`src/rtl/game_pkg.sv`:
```
// Shared game constants and types used by the draw engines.
//   Screen geometry, colour index width, sprite geometry, framebuffer
//   address width, the transparent colour index and the sprite FSM states.
package game_pkg;

  localparam int unsigned SCREEN_W   = 640;
  localparam int unsigned SCREEN_H   = 480;
  localparam int unsigned PIX_W      = 8;
  localparam int unsigned SPR_W      = 32;
  localparam int unsigned SPR_H      = 32;
  localparam int unsigned NUM_FRAMES = 4;
  localparam int unsigned FB_AW      = 20;

  localparam logic [PIX_W-1:0] TRANSPARENT = '0;

  typedef enum logic [1:0] {
    S_IDLE,
    S_SCAN,
    S_DRAIN,
    S_DONE
  } spr_state_e;

endpackage

```
`src/rtl/sprite_draw_engine_if.sv`:
```
// Bus bundle for sprite_draw_engine.
//   Controller handshake : RUN_SPR, SPR_X, SPR_Y, SPR_FRAME, BACK_PAGE -> SPR_DONE
//   Sprite ROM           : ROM_ADDR -> ROM_DATA (synchronous, 1-cycle latency)
//   Framebuffer write    : FB_ADDR, FB_DATA, FB_WE
// slave = the draw engine, master = controller / ROM / framebuffer side.
interface sprite_draw_engine_if #(
  parameter int unsigned FRAME_W = $clog2(game_pkg::NUM_FRAMES),
  parameter int unsigned ROM_AW  = $clog2(game_pkg::NUM_FRAMES * game_pkg::SPR_W * game_pkg::SPR_H),
  parameter int unsigned PIX_W   = game_pkg::PIX_W,
  parameter int unsigned FB_AW   = game_pkg::FB_AW
);

  logic                     RUN_SPR;
  logic signed [10:0]       SPR_X;
  logic signed [9:0]        SPR_Y;
  logic [FRAME_W-1:0]       SPR_FRAME;
  logic                     BACK_PAGE;
  logic [ROM_AW-1:0]        ROM_ADDR;
  logic [PIX_W-1:0]         ROM_DATA;
  logic [FB_AW-1:0]         FB_ADDR;
  logic [PIX_W-1:0]         FB_DATA;
  logic                     FB_WE;
  logic                     SPR_DONE;

  modport master (
    output RUN_SPR, SPR_X, SPR_Y, SPR_FRAME, BACK_PAGE, ROM_DATA,
    input  ROM_ADDR, FB_ADDR, FB_DATA, FB_WE, SPR_DONE
  );

  modport slave (
    input  RUN_SPR, SPR_X, SPR_Y, SPR_FRAME, BACK_PAGE, ROM_DATA,
    output ROM_ADDR, FB_ADDR, FB_DATA, FB_WE, SPR_DONE
  );

endinterface

```
`src/rtl/sprite_clip_addr.sv`:
```
// Combinational screen clip and framebuffer address generator.
//   i_x, i_y     : signed 12-bit target pixel coordinates
//   i_page       : framebuffer page
//   o_on_screen  : 1 when 0 <= x < SCREEN_W and 0 <= y < SCREEN_H
//   o_fb_addr    : {page, y*SCREEN_W + x} (offset meaningful only on screen)
module sprite_clip_addr #(
  parameter int unsigned SCREEN_W = game_pkg::SCREEN_W,
  parameter int unsigned SCREEN_H = game_pkg::SCREEN_H
) (
  input  logic signed [11:0]              i_x,
  input  logic signed [11:0]              i_y,
  input  logic                            i_page,
  output logic                            o_on_screen,
  output logic [game_pkg::FB_AW-1:0]      o_fb_addr
);
  import game_pkg::*;

  localparam int unsigned OFF_W = FB_AW - 1;

  logic [OFF_W-1:0] w_offset;

  always_comb begin
    // Sign bit rejects negatives, so the upper-bound compares can be unsigned.
    o_on_screen = !i_x[11] && !i_y[11] &&
                  (i_x < 12'(SCREEN_W)) && (i_y < 12'(SCREEN_H));
    w_offset    = OFF_W'(i_y[9:0]) * OFF_W'(SCREEN_W) + OFF_W'(i_x[10:0]);
    o_fb_addr   = {i_page, w_offset};
  end

endmodule

```
`src/rtl/sprite_draw_engine.sv`:
```
// Sprite blitter: on RUN_SPR copies one SPR_W x SPR_H frame from sprite ROM
// into the back framebuffer page, skipping transparent (0) and off-screen
// pixels, then holds SPR_DONE until RUN_SPR drops.
//   CLOCK_50 : system clock
//   RESET_N  : synchronous active-low reset
//   bus      : controller handshake, sprite ROM port, framebuffer write port
module sprite_draw_engine #(
  parameter int unsigned SPR_W      = game_pkg::SPR_W,
  parameter int unsigned SPR_H      = game_pkg::SPR_H,
  parameter int unsigned NUM_FRAMES = game_pkg::NUM_FRAMES,
  parameter int unsigned SCREEN_W   = game_pkg::SCREEN_W,
  parameter int unsigned SCREEN_H   = game_pkg::SCREEN_H,
  parameter int unsigned PIX_W      = game_pkg::PIX_W
) (
  input  logic                 CLOCK_50,
  input  logic                 RESET_N,
  sprite_draw_engine_if.slave  bus
);
  import game_pkg::*;

  localparam int unsigned COL_W   = $clog2(SPR_W);
  localparam int unsigned ROW_W   = $clog2(SPR_H);
  localparam int unsigned FRAME_W = $clog2(NUM_FRAMES);

  spr_state_e               r_state, w_next;
  logic [ROW_W-1:0]         r_row;
  logic [COL_W-1:0]         r_col;
  logic signed [10:0]       r_x0;
  logic signed [9:0]        r_y0;
  logic [FRAME_W-1:0]       r_frame;
  logic                     r_page;

  // Write-stage pipeline entry (target pixel of the previous ROM_ADDR cycle).
  logic                     r_pv;
  logic signed [11:0]       r_px;
  logic signed [11:0]       r_py;

  logic signed [11:0]       w_tx;
  logic signed [11:0]       w_ty;
  logic                     w_last;
  logic                     w_wr_stage;
  logic                     w_on_screen;
  logic [FB_AW-1:0]         w_fb_addr;

  assign w_tx       = {r_x0[10], r_x0} + 12'(r_col);
  assign w_ty       = {{2{r_y0[9]}}, r_y0} + 12'(r_row);
  assign w_last     = (&r_row) && (&r_col);
  assign w_wr_stage = r_pv && ((r_state == S_SCAN) || (r_state == S_DRAIN));

  sprite_clip_addr #(
    .SCREEN_W (SCREEN_W),
    .SCREEN_H (SCREEN_H)
  ) u_clip (
    .i_x         (r_px),
    .i_y         (r_py),
    .i_page      (r_page),
    .o_on_screen (w_on_screen),
    .o_fb_addr   (w_fb_addr)
  );

  always_ff @(posedge CLOCK_50) begin
    if (!RESET_N) r_state <= S_IDLE;
    else          r_state <= w_next;
  end

  always_comb begin
    w_next       = r_state;
    bus.ROM_ADDR = '0;
    bus.FB_ADDR  = '0;
    bus.FB_DATA  = '0;
    bus.FB_WE    = 1'b0;
    bus.SPR_DONE = 1'b0;

    case (r_state)
      S_IDLE:  if (bus.RUN_SPR) w_next = S_SCAN;
      S_SCAN:  if (!bus.RUN_SPR) w_next = S_IDLE;
               else if (w_last) w_next = S_DRAIN;
      S_DRAIN: w_next = bus.RUN_SPR ? S_DONE : S_IDLE;
      S_DONE:  if (!bus.RUN_SPR) w_next = S_IDLE;
      default: w_next = S_IDLE;
    endcase

    // Power-of-2 geometry: frame*W*H + row*W + col is a plain concatenation.
    if (r_state == S_SCAN) bus.ROM_ADDR = {r_frame, r_row, r_col};

    if (w_wr_stage) begin
      bus.FB_ADDR = w_fb_addr;
      bus.FB_DATA = bus.ROM_DATA;
      bus.FB_WE   = w_on_screen && (bus.ROM_DATA != PIX_W'(TRANSPARENT));
    end

    bus.SPR_DONE = (r_state == S_DONE);
  end

  always_ff @(posedge CLOCK_50) begin
    if (!RESET_N) begin
      r_row   <= '0;
      r_col   <= '0;
      r_x0    <= '0;
      r_y0    <= '0;
      r_frame <= '0;
      r_page  <= 1'b0;
      r_pv    <= 1'b0;
      r_px    <= '0;
      r_py    <= '0;
    end else begin
      r_pv <= 1'b0;
      case (r_state)
        S_IDLE: begin
          if (bus.RUN_SPR) begin
            r_x0    <= bus.SPR_X;
            r_y0    <= bus.SPR_Y;
            r_frame <= bus.SPR_FRAME;
            r_page  <= bus.BACK_PAGE;
            r_row   <= '0;
            r_col   <= '0;
          end
        end
        S_SCAN: begin
          if (bus.RUN_SPR) begin
            r_pv  <= 1'b1;
            r_px  <= w_tx;
            r_py  <= w_ty;
            r_col <= r_col + 1'b1;
            if (&r_col) r_row <= r_row + 1'b1;
          end
        end
        default: ;
      endcase
    end
  end

endmodule

```
`src/flat_wrapper.sv`:
```
// flat-port wrapper written by rule: the top's interface ports become plain ports
module sprite_draw_engine_flat import game_pkg::*;
#(
  parameter int unsigned SPR_W      = game_pkg::SPR_W,
  parameter int unsigned SPR_H      = game_pkg::SPR_H,
  parameter int unsigned NUM_FRAMES = game_pkg::NUM_FRAMES,
  parameter int unsigned SCREEN_W   = game_pkg::SCREEN_W,
  parameter int unsigned SCREEN_H   = game_pkg::SCREEN_H,
  parameter int unsigned PIX_W      = game_pkg::PIX_W
)
  (CLOCK_50, RESET_N, bus_RUN_SPR, bus_SPR_X, bus_SPR_Y, bus_SPR_FRAME, bus_BACK_PAGE, bus_ROM_DATA, bus_ROM_ADDR, bus_FB_ADDR, bus_FB_DATA, bus_FB_WE, bus_SPR_DONE);
  sprite_draw_engine_if #(.FRAME_W(2), .ROM_AW(12), .PIX_W(PIX_W), .FB_AW(20)) bus_i ();
  input  logic CLOCK_50;
  input  logic RESET_N;
  input wire logic [$bits(bus_i.RUN_SPR)-1:0] bus_RUN_SPR;
  input wire logic [$bits(bus_i.SPR_X)-1:0] bus_SPR_X;
  input wire logic [$bits(bus_i.SPR_Y)-1:0] bus_SPR_Y;
  input wire logic [$bits(bus_i.SPR_FRAME)-1:0] bus_SPR_FRAME;
  input wire logic [$bits(bus_i.BACK_PAGE)-1:0] bus_BACK_PAGE;
  input wire logic [$bits(bus_i.ROM_DATA)-1:0] bus_ROM_DATA;
  output wire logic [$bits(bus_i.ROM_ADDR)-1:0] bus_ROM_ADDR;
  output wire logic [$bits(bus_i.FB_ADDR)-1:0] bus_FB_ADDR;
  output wire logic [$bits(bus_i.FB_DATA)-1:0] bus_FB_DATA;
  output wire logic [$bits(bus_i.FB_WE)-1:0] bus_FB_WE;
  output wire logic [$bits(bus_i.SPR_DONE)-1:0] bus_SPR_DONE;
  assign bus_i.RUN_SPR = bus_RUN_SPR;
  assign bus_i.SPR_X = bus_SPR_X;
  assign bus_i.SPR_Y = bus_SPR_Y;
  assign bus_i.SPR_FRAME = bus_SPR_FRAME;
  assign bus_i.BACK_PAGE = bus_BACK_PAGE;
  assign bus_i.ROM_DATA = bus_ROM_DATA;
  assign bus_ROM_ADDR = bus_i.ROM_ADDR;
  assign bus_FB_ADDR = bus_i.FB_ADDR;
  assign bus_FB_DATA = bus_i.FB_DATA;
  assign bus_FB_WE = bus_i.FB_WE;
  assign bus_SPR_DONE = bus_i.SPR_DONE;
  sprite_draw_engine #(.SPR_W(SPR_W), .SPR_H(SPR_H), .NUM_FRAMES(NUM_FRAMES), .SCREEN_W(SCREEN_W), .SCREEN_H(SCREEN_H), .PIX_W(PIX_W)) u_core (.CLOCK_50(CLOCK_50), .RESET_N(RESET_N), .bus(bus_i));
endmodule
```
`config.mk`:
```
export PLATFORM = sky130hd
export DESIGN_NAME = sprite_draw_engine_flat
export DESIGN_NICKNAME = d
export VERILOG_FILES = /design/src/rtl/game_pkg.sv /design/src/rtl/sprite_draw_engine_if.sv /design/src/rtl/sprite_clip_addr.sv /design/src/rtl/sprite_draw_engine.sv /design/src/flat_wrapper.sv
export SDC_FILE = /design/constraint.sdc
export NUM_CORES = 1
export LEC_CHECK = 0
export CORE_MARGIN = 3
export CORE_UTILIZATION = 44
export CTS_CLUSTER_DIAMETER = 60
export DETAILED_ROUTE_END_ITERATION = 8
export GPL_ROUTABILITY_DRIVEN = 1
export MAX_ROUTING_LAYER = met4
export PLACE_DENSITY_LB_ADDON = 0.25
export SYNTH_ARGS = -nofsm -noshare
export SYNTH_HDL_FRONTEND = slang
export SYNTH_SLANG_ARGS = --single-unit
```
`constraint.sdc`:
```
create_clock -name CLOCK_50 -period 3.8 [get_ports CLOCK_50]
set_input_delay 0.38 -clock CLOCK_50 [delete_from_list [all_inputs] [get_ports CLOCK_50]]
set_output_delay 0.38 -clock CLOCK_50 [all_outputs]
set_load 0.005 [all_outputs]
```
==> flow_summary.ini, run 1 <==
[status]
status = finished, final reports clean

[logic_synthesis]
synthCells = 499
synth_edf_count = 0
synthesis.nets = 576
syn_avg_cell_area_sq_um = 7.82
synth-seq-area-share_pct = 30.8
synth_most_common_cell = nand2_1
synth_top_area_cell = dfxtp_1
synth-seq-cells = 60
synth_area_sq_mm = 0.00390
yosys_warnings = 0
async_flop_share_pct = 0
synth_area_leaders = dfxtp_1 31%, ha_1 12%, nand2_1 8.0%
synth_cell_types = 47
yosys-top-cells-count = 83 x nand2_1, 61 x a21oi_1, 60 x dfxtp_1
synthFlopType = dfxtp_1
synth_top_area_share_pct = 30.8

[clocking]
cts_buffer_depth = 2
numCtsBuffers = 9
hold_buffers = 0
insertion_delay_ns = 0.34
root_buffer = clkbuf_8
cts_sinks = 60
clkTransAtPathRegs_ns = 0.07
cts_tree = built
htree_levels = 3

[detailed_routing]
post-route-drc-count = 0
drt_first_pass_iters = 4
drt-total-wl_mm = 9.80
drtAntennaViolNets = 0
vias_per_cell = 5.45
drt_iter0_drc = 103
vias = 3705
wl_per_cell_microns = 14.4

[setup_path]
slowest_stage = or4_1
path_cells = ha_4 -> ha_4 -> fa_2 -> a21o_2 -> a221oi_4 -> xnor2_4 -> nand3_2 -> or4_1 -> a21oi_2 -> dlygate4sd2_1
crit_type = register to output port
crit_arrival_ns = 3.23
start_kind = register
max_stage_delay_ns = 0.54
crit_fanout = 3
crit_top_cell = ha_4
critPathCaptureType = output port
critical_path_required_ns = 3.42

[placement]
hpwl_mm = 7.29
post-place-ws_ns = 0.0874
portBuffers = 76
gp_congestion = 0.828

[flow_run]
drv_cap = 0

[die]
start_util_pct = 46.3
die_y_microns = 100
rows = 33
die_w_microns = 100
die_area_sq_mm = 0.0100
core_sq_mm = 0.00842
boundaryPins = 77

[sta]
max-slew-margin-rel_pct = 27.7
skew_ns = 0.00682
setup_ws_ns = 0.191
worst_slew_pin_slew_ns = 1.08
setup_violations = 0
drv_slew = 0
final_hold_viol_count = 0
period_needed_ns = 3.61
fin_crit_sh_pct = 95.0
max_freq_ghz = 0.277

[grt]
grt_max_degree = 36
grt_antenna_before_repair = 0
grt_pass1_vias = 3694
track_usage_pct = 20.3
grt_pass1_wl_mm = 16.4
grt_overflow = 0

[pwr]
p_total_uw = 1660
power_density_mw_per_mm2 = 330
ir_drop_uv = 233
cellLeakagePower_uw = 0.00206

[min_path]
hold_class = register to register

[layout]
num-nets-final = 647
area_growth_pct = 28.9
insertedDiodeCount = 0
drive_gt1_share_pct = 6.43
==> placed cells by master, fill, tap and decap left out, types with 2 or more instances in the layout <==
cell             netlist  routed
nand2_1               83      83
a21o_1                 4       4
nor2_1                42      42
clkbuf_8               0       9
ha_4                   0       2
nor3b_1                6       6
nand3_2                2       2
xor2_1                12      12
fa_1                   4       3
a21oi_2                0       2
dfxtp_1               60      60
nand3_1               11      11
o2111ai_1              4       4
a211o_1                2       2
o21ai_0               20      20
buf_4                  0       6
nand4_1                8       8
nor3_1                 7       7
clkdlybuf4s50_1        0      75
inv_1                 22      22
a21oi_1               61      59
nor2b_1                4       4
o21bai_1               2       2
bufinv_16              0       2
or4_1                  3       3
ha_1                  38      36
a21boi_0               2       2
and3_1                22      22
and2_1                13      13
a211oi_1              10      10
o211ai_1               3       3
xnor2_1                9       9
clkinv_2               0       3
nor4_1                 3       3
a22oi_1                3       3
==> metrics by stage <==
| step | util [%] | cells | area, sq um | hold slack [ns] | setup TNS (ns) |
|---|---|---|---|---|---|
| after CTS | 59.2 | 679 | 4990 | 0.450 | 0 |
| after detailed placement | 56.3 | 662 | 4740 | 0.441 | 0 |
| final | 59.7 | 680 | 5030 | 0.451 | 0 |
| after global placement | 56.3 | 662 | 4740 | 0.436 | 0 |
| after floorplan | - | 499 | 3900 | 0.427 | 0 |
| after global routing | 59.7 | 680 | 5030 | 0.489 | -0.0714 |
==> repair_timing <==
item	4_1_cts	5_1_grt
buffers inserted	1	1
hold endpoints to repair	0	0
resized for setup	4	5
pin swaps	1	3
endpoints found under the setup margin	1	4
gates cloned	0	0
==> layer usage <==
layer	global-route usage [%]	up-vias	part of all wire [%]
li1	-	1887	-
met5	-	-	0
met2	32.9	85	47
met4	6.94	0	1.8
met3	3.61	18	4.7
met1	25.7	1715	46
==> registers in the layout, indices dropped and copies added (netlist names) <==
register        cells
u_core.r_state      2
u_core.r_pv         1
u_core.r_y0        10
u_core.r_frame      2
u_core.r_x0        11
u_core.r_page       1
u_core.r_row        5
u_core.r_col        5
u_core.r_px        12
u_core.r_py        11
==> path summary, 6_finish.rpt <==
check | to | cells after the start | from | slack (ns)
worst max-delay path | bus_FB_ADDR[18] | 10 | u_core.r_py[3] | 0.19
worst min-delay path | u_core.r_px[3] | 2 | u_core.r_px[3] | 0.45
worst max register to register | u_core.r_px[8] | 9 | u_core.r_col[0] | 1.26
worst min register to register | u_core.r_px[3] | 2 | u_core.r_px[3] | 0.45
==> where the power goes <==
group / switching [uW] / internal (uW)
logic: 190 / 137
clock network: 259 / 366
registers: 37.5 / 668
total: 486 / 1170
==> critical path: cells and delay by family (launching register included) <==
kind	cells	cell delay [ns]
flip-flops	1	0.39
AND/OR/NAND/NOR	2	0.64
AO/OA/AOI/OAI	3	0.71
adder cells (fa/ha/maj)	3	0.74
XOR/XNOR	1	0.17
buffers and inverters	1	0.24
==> final cells by class <==
class / instances / area (sq um)
clock buffer: 9 / 124
clock inverter: 7 / 91.3
fill: 781 / 3390
inverter: 22 / 82.6
multi-input combinational: 395 / 2590
sequential: 60 / 1200
tap: 105 / 131
timing repair buffer: 82 / 805
==> kinds of logic (layout without fill, tap and decap cells) <==
| group | after synthesis | after routing | share of synthesized area (%) |
|---|---|---|---|
| compound gates | 119 | 119 | 18.5 |
| xor+xnor | 23 | 23 | 5.84 |
| fa+ha+maj | 42 | 42 | 14.2 |
| buf+inv | 44 | 120 | 4.23 |
| flops | 60 | 60 | 30.8 |
| mux | 1 | 1 | 0.257 |
| simple gates | 210 | 210 | 26.2 |
Note: power is estimated with default switching activity, not from simulation.
==> run 2: changes to the inputs <==
CTS_BUF_LIST = sky130_fd_sc_hd__clkbuf_4 sky130_fd_sc_hd__clkbuf_8   (was not set)
PLACE_DENSITY_LB_ADDON = 0.05   (was 0.25)
==> run 2 against run 1 <==
  * Cell area fell by 0.80%
  * Combinational power about the same
  * Register-to-register slack better by 0.05 ns
  * Global-route usage decreased by 0.081 points
  * Sequential power barely moved
  * Core utilization fell by 0.48 points
  * Cell count increased by 0.59%
  * Clock power is 17% lower
==> flow_summary.ini, run 2 (synthesis results as in run 1) <==
[status]
status = finished, final reports clean

[setup_path]
critical_path_required_ns = 3.42
r2r_cells = 6
r2r-start = u_core.r_state[1]
startpoint = u_core.r_py[1]
r2r_setup_slack_ns = 1.31
endpoint = bus_FB_ADDR[18]
start_kind = register
crit_type = register to output port
crit_arrival_ns = 3.27
regToRegEndpoint = u_core.r_px[7]
crit_fanout = 3
critPathCaptureType = output port

[die]
boundaryPins = 77
die_area_sq_mm = 0.0100
core_sq_mm = 0.00842
die_y_microns = 100
start_util_pct = 46.3
die_w_microns = 100
rows = 33

[grt]
grt.met3_usage_pct = 2.78
met2_usage_pct = 34.4
track_usage_pct = 20.3
grt_antenna_before_repair = 0
grt_max_degree = 25
use_met1_pct = 24.6
grt_pass1_vias = 3628
grt_pass1_wl_mm = 16.1
busiest_layer = met2
grt_overflow = 0

[placement]
post_dp_cell_area_sq_mm = 0.00477
dp_cells = 666
post-place-ws_ns = 0.0958
portBuffers = 76
gp_congestion = 0.854
hpwl_mm = 7.35

[sta]
setup_violations = 0
skew_ns = 0.00988
drv_slew = 0
setup_ws_ns = 0.149
fin_crit_sh_pct = 96.1
max-slew-margin-rel_pct = 42.0
max_freq_ghz = 0.274
worst_slew_pin_slew_ns = 0.870
finalSetupTns_ns = 0
period_needed_ns = 3.65
rsz0062_at_grt = false
final_hold_viol_count = 0

[detailed_routing]
drt-total-wl_mm = 9.68
drt_first_pass_iters = 5
drt_iter0_drc = 119
post-route-drc-count = 0
wl_per_cell_microns = 14.1
vias_per_cell = 5.49
vias = 3754
drtAntennaViolNets = 0

[min_path]
hold_class = register to register
holdPathStages = 2

[clocking]
insertion_delay_ns = 0.34
root_buffer = clkbuf_8
cts_tree = built
numCtsBuffers = 9
clkTransAtPathRegs_ns = 0.07
hold_buffers = 0
cts_buffer_depth = 2
htree_levels = 3
cts_sinks = 60

[pwr]
power_frac_seq_pct = 45.2
cellLeakagePower_uw = 0.00206
power_density_mw_per_mm2 = 311
switchingPower_uw = 508
power_frac_comb_pct = 21.2
power.internal_uw = 1050
ir_drop_uv = 207
swShare_pct = 32.7
p_clk_share_pct = 33.5
p_total_uw = 1550

[layout]
num-nets-final = 651
stdcell_count = 684
largest_reg_flops = 12
drive_gt1_share_pct = 6.56
top_regs = u_core.r_px x12, u_core.r_py x11, u_core.r_x0 x11
insertedDiodeCount = 0
top_register = u_core.r_px
layout_commonest_cell = nand2_1
final.fill_count = 807
final_area_sq_mm = 0.00499
area_growth_pct = 27.8
final_cell_mix = 83 x nand2_1, 75 x clkdlybuf4s50_1, 61 x a21oi_1

[flow_run]
drv_cap = 0
-- run 2: power groups by stage --
| stage | logic, uW | registers (uW) | clock network, uW |
|---|---|---|---|
| after detailed placement | 327 | 717 | 0 |
| after CTS | 333 | 702 | 529 |
| final | 330 | 702 | 521 |
| after floorplan | 225 | 707 | 0 |
| after global routing | 374 | 709 | 553 |
| after global placement | 321 | 715 | 0 |
-- run 2: what timing repair did --
action | CTS | global route
endpoints found under the setup margin | 1 | 3
pin swaps | 3 | 1
buffers inserted | 2 | 0
hold endpoints to repair | 0 | 0
gates resized for setup | 4 | 1
-- run 2: layout make-up --
cell class	count	area (sq um)	share of cell area [%]
clock inverter	7	52.6	1.05
inverter	22	82.6	1.66
sequential	60	1200	24.1
tap	105	131	2.63
timing repair buffer	86	835	16.7
multi-input combinational	395	2560	51.3
clock buffer	9	124	2.48
-- run 2: how the worst min path moves through the flow --
stage	from	endpoint	slack, ns
5_1_grt	u_core.r_frame[1]	u_core.r_frame[1]	0.48
2_1_floorplan	u_core.r_px[3]	u_core.r_px[3]	0.43
4_1_cts	u_core.r_px[3]	u_core.r_px[3]	0.45
6_report	u_core.r_px[3]	u_core.r_px[3]	0.45
3_3_place_gp	u_core.r_px[3]	u_core.r_px[3]	0.44
3_5_place_dp	u_core.r_px[3]	u_core.r_px[3]	0.44
-- run 2: critical path, cell delays in order, from the launching register on --
cell,delay [ns]
dfxtp_1,0.32
ha_1,0.29
ha_2,0.21
fa_1,0.39
a21o_2,0.26
a221oi_4,0.32
xnor2_4,0.16
nand3_2,0.09
or4_1,0.52
a21oi_1,0.12
dlygate4sd2_1,0.25
-- run 2: per-stage QoR --
| step | util [%] | hold slack (ns) |
|---|---|---|
| after global placement | 56.7 | 0.437 |
| after floorplan | - | 0.427 |
| after detailed placement | 56.7 | 0.442 |
| final | 59.2 | 0.453 |
| after global routing | 59.2 | 0.481 |
| after CTS | 59.1 | 0.452 |
-- run 2: per-layer routing --
layer | share of wire [%] | up-vias
met5 | 0 | -
li1 | - | 1894
met1 | 44 | 1762
met3 | 5.0 | 13
met2 | 49 | 85
met4 | 1.4 | 0
==> run 3: changes to the inputs <==
PLACE_DENSITY = 0.73   (was not set)
PLACE_DENSITY_LB_ADDON = not set   (was 0.05)
==> run 3 against run 2 <==
  * Fmax increased by 1.3%
  * First-iteration DRC count increased by 44%
  * Wire length increased by 3.4%
  * Sequential share of layout area decreased by 0.18 points
  * Global-route usage increased by 0.75 points
  * Die area unchanged
  * Cell area increased by 0.75%
  * Core utilization increased by 0.45 points
  * Flip-flop and latch count unchanged
  * Sequential power about the same
  * Critical path depth unchanged
  * Power increased by 9.4%
  * Largest cell class unchanged
  * Highest routed layer unchanged
==> flow_summary.ini, run 3 (synthesis results as in run 1) <==
[status]
status = finished, final reports clean

[pwr]
power_frac_comb_pct = 19.4
p_total_uw = 1700
power.internal_uw = 1210
power_frac_seq_pct = 41.5
switchingPower_uw = 487
swShare_pct = 28.6
cellLeakagePower_uw = 0.00208
power_density_mw_per_mm2 = 338
p_clk_share_pct = 39.2
ir_drop_uv = 192

[detailed_routing]
vias = 3697
wl_per_cell_microns = 14.7
drtAntennaViolNets = 0
post-route-drc-count = 0
drt-total-wl_mm = 10.0
drt_first_pass_iters = 4
vias_per_cell = 5.44
drt_iter0_drc = 171

[die]
start_util_pct = 46.3
die_area_sq_mm = 0.0100
die_y_microns = 100
die_w_microns = 100
core_sq_mm = 0.00842
boundaryPins = 77
rows = 33

[sta]
max-slew-margin-rel_pct = 33.8
drv_slew = 0
final_hold_viol_count = 0
finalSetupTns_ns = 0
max_freq_ghz = 0.278
skew_ns = 0.0142
rsz0062_at_grt = false
worst_slew_pin_slew_ns = 0.992
setup_violations = 0
fin_crit_sh_pct = 94.8
period_needed_ns = 3.60

[layout]
top_register = u_core.r_px
final_area_sq_mm = 0.00503
utilization_pct = 59.7
largest_reg_flops = 12
area_growth_pct = 28.8
layout_commonest_cell = nand2_1
stdcell_count = 680
num-nets-final = 647
final_cell_mix = 83 x nand2_1, 75 x clkdlybuf4s50_1, 59 x a21oi_1, 59 x dfxtp_1, 42 x nor2_1
top_regs = u_core.r_px x12, u_core.r_py x11, u_core.r_x0 x11
insertedDiodeCount = 0
drive_gt1_share_pct = 6.43

[grt]
grt_pass1_vias = 3601
grt_overflow = 0
grt_antenna_before_repair = 0
grt_pass1_wl_mm = 16.8
grt_max_degree = 34
track_usage_pct = 21.0

[clocking]
clkTransAtPathRegs_ns = 0.07
cts_sinks = 60
cts_tree = built
insertion_delay_ns = 0.34
hold_buffers = 0
cts_buffer_depth = 2
numCtsBuffers = 9
htree_levels = 3
root_buffer = clkbuf_8

[setup_path]
critical_path_required_ns = 3.42
critPathCaptureType = output port
crit_fanout = 3
r2r_setup_slack_ns = 1.25
crit_type = register to output port
start_kind = register
crit_arrival_ns = 3.22

[placement]
hpwl_mm = 7.50
portBuffers = 76
dp_cells = 662
post_dp_cell_area_sq_mm = 0.00474
gp_congestion = 0.828

[min_path]
hold_class = register to register

[flow_run]
drv_cap = 0
==> run 3: through the flow <==
step,hold WS [ns],setup slack [ns]
after detailed placement,0.449,0.0886
final,0.458,0.197
after global routing,0.471,0.00966
after global placement,0.438,0.134
after CTS,0.457,0.119
after floorplan,0.427,0.585
==> run 3: layout make-up <==
class,count,area (sq um)
well taps,105,131
inverters,22,82.6
repair buffers,82,805
clock buffers,11,151
clock inverters,5,82.6
flip-flops and latches,60,1200
multi-input cells,395,2570
fillers,780,3400
==> run 3: per-layer routing <==
layer  up-vias  routed length, microns  global-route usage, %
li1       1891                       -                      -
met1      1710                    4420                   25.2
met2        81                    5090                   36.8
met3        15                     383                   3.34
met4         0                     107                   5.18
met5         -                       0                      -
==> run 3: final timing paths <==
kind / start / end / cells after the start
max: u_core.r_py[3] / bus_FB_ADDR[18] / 10
max reg2reg: u_core.r_state[1] / u_core.r_row[1] / 7
min: u_core.r_page / u_core.r_page / 2
min reg2reg: u_core.r_page / u_core.r_page / 2
==> run 3: worst max-delay path: stages, from the launching register on <==
cell,delay (ns)
dfxtp_2,0.33
ha_1,0.28
ha_2,0.21
fa_2,0.35
a21o_2,0.25
a221oi_4,0.31
xnor2_4,0.17
nand3_2,0.10
or4_1,0.54
a21oi_2,0.12
dlygate4sd2_1,0.24
==> run 3: power by group through the flow <==
stage	logic [uW]	registers [uW]	clock network, uW
after floorplan	225	707	0
after global placement	319	718	0
after detailed placement	327	719	0
after CTS	331	705	675
after global routing	370	711	706
final	329	705	666
==> run 3: repair_timing <==
action / 4_1_cts / 5_1_grt
buffers inserted: 2 / 0
pin swaps: 1 / 1
gates resized for setup: 5 / 4
setup endpoints to repair: 1 / 4
